`config.mk`:
```
export PLATFORM = sky130hd
export DESIGN_NAME = div_shift_left
export DESIGN_NICKNAME = d
export VERILOG_FILES = /design/src/rtl/div_shift_left.sv
export SDC_FILE = /design/constraint.sdc
export NUM_CORES = 1
export LEC_CHECK = 0
export ABC_CLOCK_PERIOD_IN_PS = 5500
export CAP_MARGIN = 10
export CORE_MARGIN = 2
export CORE_UTILIZATION = 51
export CTS_CLUSTER_SIZE = 16
export DETAILED_ROUTE_END_ITERATION = 8
export PLACE_DENSITY = 0.76
export SLEW_MARGIN = 20
export SYNTH_ARGS = -nofsm -noshare
export SYNTH_HDL_FRONTEND = slang
export SYNTH_SLANG_ARGS = --single-unit
```
`constraint.sdc`:
```
create_clock -name clock -period 5.5 [get_ports clock]
set_clock_uncertainty 0.2 [all_clocks]
set_input_delay 0.825 -clock clock [delete_from_list [all_inputs] [get_ports clock]]
set_output_delay 0.825 -clock clock [all_outputs]
set_load 0.01 [all_outputs]
```
`src/rtl/div_shift_left.sv`:
```
// Iterative signed divider: shifts {R,Q} left one bit per cycle and applies a
// non-restoring add/subtract step, then fixes up signs and pulses ready.
module div_shift_left #(
  parameter int WIDTH = 32
) (
  input  logic             clock,
  input  logic             reset,
  input  logic             ctrl_DIV,
  input  logic [WIDTH-1:0] data_operandA,
  input  logic [WIDTH-1:0] data_operandB,
  output logic [WIDTH-1:0] data_quotient,
  output logic [WIDTH-1:0] data_remainder,
  output logic             data_exception,
  output logic             data_resultRDY,
  output logic             busy
);

  localparam int CW = (WIDTH > 1) ? $clog2(WIDTH) : 1;

  typedef enum logic [1:0] {IDLE, ITER, FIX, DONE} state_t;

  state_t           state, state_nxt;
  logic [CW-1:0]    cnt;
  logic             sa, sb, dz;
  logic [WIDTH-1:0] q;
  logic [WIDTH:0]   r, d;

  logic             b_zero;
  logic [WIDTH-1:0] abs_a, q_fix, r_fix_lo, rem_fix;
  logic [WIDTH:0]   abs_b, s, r_step;

  always_comb begin
    // |A| only needs WIDTH bits: -2^(W-1) negates to itself, which read
    // unsigned is exactly 2^(W-1). The divisor keeps the extra bit.
    abs_a    = data_operandA[WIDTH-1] ? -data_operandA : data_operandA;
    abs_b    = data_operandB[WIDTH-1] ? -{1'b1, data_operandB} : {1'b0, data_operandB};
    b_zero   = (data_operandB == '0);
    s        = {r[WIDTH-1:0], q[WIDTH-1]};
    r_step   = r[WIDTH] ? s + d : s - d;
    r_fix_lo = r[WIDTH] ? r[WIDTH-1:0] + d[WIDTH-1:0] : r[WIDTH-1:0];
    q_fix    = (sa ^ sb) ? -q : q;
    rem_fix  = sa ? -r_fix_lo : r_fix_lo;
  end

  always_ff @(posedge clock) begin
    if (reset) state <= IDLE;
    else       state <= state_nxt;
  end

  always_comb begin
    state_nxt = state;
    case (state)
      IDLE: state_nxt = IDLE;
      ITER: if (cnt == CW'(WIDTH - 1)) state_nxt = FIX;
      FIX:  state_nxt = DONE;
      DONE: state_nxt = dz ? DONE : IDLE;
      default: state_nxt = IDLE;
    endcase
    // A new start always wins, aborting whatever is in flight.
    if (ctrl_DIV) state_nxt = b_zero ? DONE : ITER;
  end

  always_ff @(posedge clock) begin
    if (reset) begin
      cnt            <= '0;
      sa             <= 1'b0;
      sb             <= 1'b0;
      dz             <= 1'b0;
      q              <= '0;
      r              <= '0;
      d              <= '0;
      data_quotient  <= '0;
      data_remainder <= '0;
      data_exception <= 1'b0;
      data_resultRDY <= 1'b0;
      busy           <= 1'b0;
    end else if (ctrl_DIV) begin
      sa             <= data_operandA[WIDTH-1];
      sb             <= data_operandB[WIDTH-1];
      q              <= abs_a;
      d              <= abs_b;
      r              <= '0;
      cnt            <= '0;
      dz             <= b_zero;
      busy           <= ~b_zero;
      data_resultRDY <= 1'b0;
    end else begin
      case (state)
        ITER: begin
          r   <= r_step;
          q   <= {q[WIDTH-2:0], ~r_step[WIDTH]};
          cnt <= cnt + 1'b1;
        end
        FIX: begin
          data_quotient  <= q_fix;
          data_remainder <= rem_fix;
          data_exception <= 1'b0;
          data_resultRDY <= 1'b1;
          busy           <= 1'b0;
        end
        DONE: begin
          // Divide-by-zero parks here one cycle to publish its result.
          if (dz) begin
            data_quotient  <= '0;
            data_remainder <= '0;
            data_exception <= 1'b1;
            data_resultRDY <= 1'b1;
            dz             <= 1'b0;
          end else begin
            data_resultRDY <= 1'b0;
          end
        end
        default: data_resultRDY <= 1'b0;
      endcase
    end
  end

endmodule

```
==> reports/metrics.yaml <==
place:
  place.gp.congestion: 0.9739
  dp_cells: 2122
  pre_cts_slack_ns: 0.6981
  io_buffers: 133
  hpwl_um: 29490
hold_path:
  hold_path_class: "reg -> reg"
  hp-start: "d[32]$_SDFFE_PP0P_"
  hold_depth: 2
synth:
  synth.area.top_cells: "dfxtp_1 26%, xnor2_1 6.7%, ha_1 6.5%"
  ys.flop_type: "dfxtp_1"
  ys_seq_area_share_pct: 26.17
  synth_xor_area_share_pct: 12.54
  synth_top_family_by_area: "compound AO/OA/AOI/OAI gates"
  synth.top_cell.area_share_pct: 26.17
  syn-num-nets: 1883
  avgSynthCellArea_sq_um: 7.677
  ys_types: 90
  synth_area_sq_um: 13390
  synth_warnings: 0
  synth_top_area_cell: "dfxtp_1"
  synthSimpleGateAreaFrac_pct: 22.34
  synth-compound-area-share_pct: 26.33
  async_reset_ff_share_pct: 0
  ys_ff_latch: 175
  syn_inst: 1744
  synth-edff-count: 0
  synth.area.mux_share_pct: 1.533
  synthAdderAreaFrac_pct: 6.840
power_and_ir_drop:
  cellPowerDensity_nw_per_um2: 257.5
  combPwrFrac_pct: 31.0
  intPower_mw: 2.498
  p_clk_share_pct: 32.5
  netSwitchingFraction_pct: 37.27
  p_switching_mw: 1.484
  power.leakage_nw: 5.876
  seq_power_share_pct: 36.4
  ir_worst_vdd_mv: 0.2256
routing:
  via_count: 13220
  routed_wl_um: 38530
  ant_nets: 0
  drc: 0
  drt_iter0_drc: 1252
  drtPass1Iterations: 5
  wl_per_cell_um: 17.89
  via_per_inst: 6.136
sta:
  setup_slack_ns: 0.6437
  finalHoldViolCount: 0
  timing.fmax_mhz: 205.9
  worstMarginPinSlew_ns: 1.086
  fin_hold_ws_ns: 0.2487
  tns_ns: 0
  max_slew_margin_pct: 27.47
  rsz0062_at_grt: "no"
  min_period_over_period_pct: 88.30
  fin_crit_ns: 4.856
  slew_viol_final: 0
  finalSetupViolCount: 0
worst_setup_path:
  crit_path_max_fanout: 7
  r2r-start: "d[8]$_SDFFE_PP0P_"
  rr_worst_depth: 17
  cp.required_ns: 5.64
  crit_start: "d[8]$_SDFFE_PP0P_"
  cp.arrival_ns: 5.00
  critPathKind: "reg -> reg"
  critPathLaunchType: "flip-flop"
  endpoint_kind: "flip-flop"
final_layout:
  final_cells: 2154
  synthToLayoutAreaGrowth_pct: 15.49
  nets: 1945
  diodes: 0
  drive_gt1_share_pct: 5.498
global_routing:
  grt_first_pass_wirelength_um: 63010
  grt_use_total_pct: 27.57
  antenna_found_initial: 0
  grt_max_degree: 88
  grt_pass1_vias: 12070
  grt-ovfl-total: 0
flow_run:
  cap_violations: 0
cts:
  htree_levels: 4
  cts_sinks: 175
  clk_pin_slew_ns: 0.08
  postCtsSetupBuffers: 0
  clock_latency_ns: 0.44
  cts_buffers: 17
  hold_buffers: 0
  cts_root_buf: "clkbuf_16"
  cts_tree: "done"
  clockBufferDepth: 2
  cts_resized: 0
floorplanning:
  die_w_um: 166.0
  fp.dieArea_sq_um: 27570
  rows: 59
  die_h_um: 166.0
  coreArea_sq_um: 25910
  io_pins: 134
  start_util_pct: 51.67
outcome:
  outcome: "complete, no violations"
==> metal layers <==
| layer | vias to the layer above | track usage (%) | share of wire, % |
|---|---|---|---|
| met5 | - | 0 | 0 |
| met4 | 0 | 8.620 | 2.7 |
| met3 | 53 | 3.170 | 8.0 |
| met2 | 531 | 40.99 | 42 |
| met1 | 6166 | 41.52 | 48 |
| li1 | 6468 | - | - |
==> cells in the mapped netlist, drive strengths merged, types with 8 or more instances <==
library cell,count
a211oi,46
a21o,29
a21oi,135
a22o,8
a22oi,50
a311oi,25
a31oi,18
and3,11
and4,9
buf,22
clkbuf,80
dfxtp,175
ha,70
inv,35
mux2i,16
nand2,208
nand2b,13
nand3,29
nand4,9
nor2,208
nor2b,11
nor3,35
nor4,20
nor4b,8
o211ai,10
o21a,10
o21ai,86
o21bai,12
o31ai,30
o41ai,13
or2,14
or3,17
or4,22
xnor2,103
xor2,86
==> cell type report <==
type                    instances  area [sq um]
clock buffers                  17         425.4
flip-flops and latches        175          3505
clock inverters                15         220.2
well taps                     335         419.2
inverters                      36         135.1
fillers                      2312         10450
repair buffers                145          1414
multi-input cells            1431          9345
==> cells in the final DEF (no fill, tap or decap), types with 50 or more instances in the layout <==
cell type and count:
a21oi_1 134, a22oi_1 50, clkdlybuf4s50_1 131, dfxtp_1 174
ha_1 70, nand2_1 207, nor2_1 208, o21ai_0 76
xnor2_1 103, xor2_1 85
==> kinds of logic (layout without fill, tap and decap cells) <==
kind of cell	count (synthesis)	count (layout)
flops	175	175
xor+xnor	190	190
fa+ha+maj	72	72
compound gates	520	520
simple gates	629	629
buf+inv	138	213
mux	20	20
==> registers in the layout, indices dropped and copies added (netlist names), 2 cells and up <==
| name | count |
|---|---|
| d | 33 |
| cnt | 5 |
| q | 32 |
| data_remainder | 32 |
| r | 33 |
| data_quotient | 32 |
| state | 2 |
==> metrics by stage <==
| stage | power, mW | cell area [sq um] | util [%] |
|---|---|---|---|
| 2_1_floorplan | 2.355 | 13390 | - |
| 5_1_grt | 4.191 | 15460 | 59.68 |
| 6_report | 3.982 | 15460 | 59.68 |
| 4_1_cts | 3.977 | 15460 | 59.65 |
| 3_5_place_dp | 2.685 | 14810 | 57.16 |
| 3_3_place_gp | 2.659 | 14810 | 57.16 |
==> path summary, 6_finish.rpt <==
path	end	slack, ns
min	d[32]$_SDFFE_PP0P_	0.25
min reg2reg	d[32]$_SDFFE_PP0P_	0.25
max	r[32]$_SDFFE_PP0P_	0.64
max reg2reg	r[32]$_SDFFE_PP0P_	0.64
==> power by group through the flow <==
stage,Sequential [mW],Clock [mW],Combinational [mW]
global placement,1.47,0,1.19
finish,1.45,1.30,1.24
CTS,1.44,1.31,1.22
floorplan,1.42,0,0.931
detailed placement,1.47,0,1.21
global route,1.46,1.36,1.37
==> worst max-delay path: stages (launching register included) <==
cell	delay, ns
dfxtp_1	0.36
or4_1	0.62
nor4b_2	0.33
nor2b_1	0.21
nand2_1	0.07
nor2_1	0.25
a21oi_1	0.13
xnor2_1	0.16
ha_1	0.39
and3_1	0.20
nand3_1	0.14
a2111oi_0	0.46
nor2_1	0.14
a221o_1	0.34
a21oi_1	0.28
a221o_1	0.20
nor3_1	0.06
a211oi_1	0.23
(Power assumes the default switching activity.)
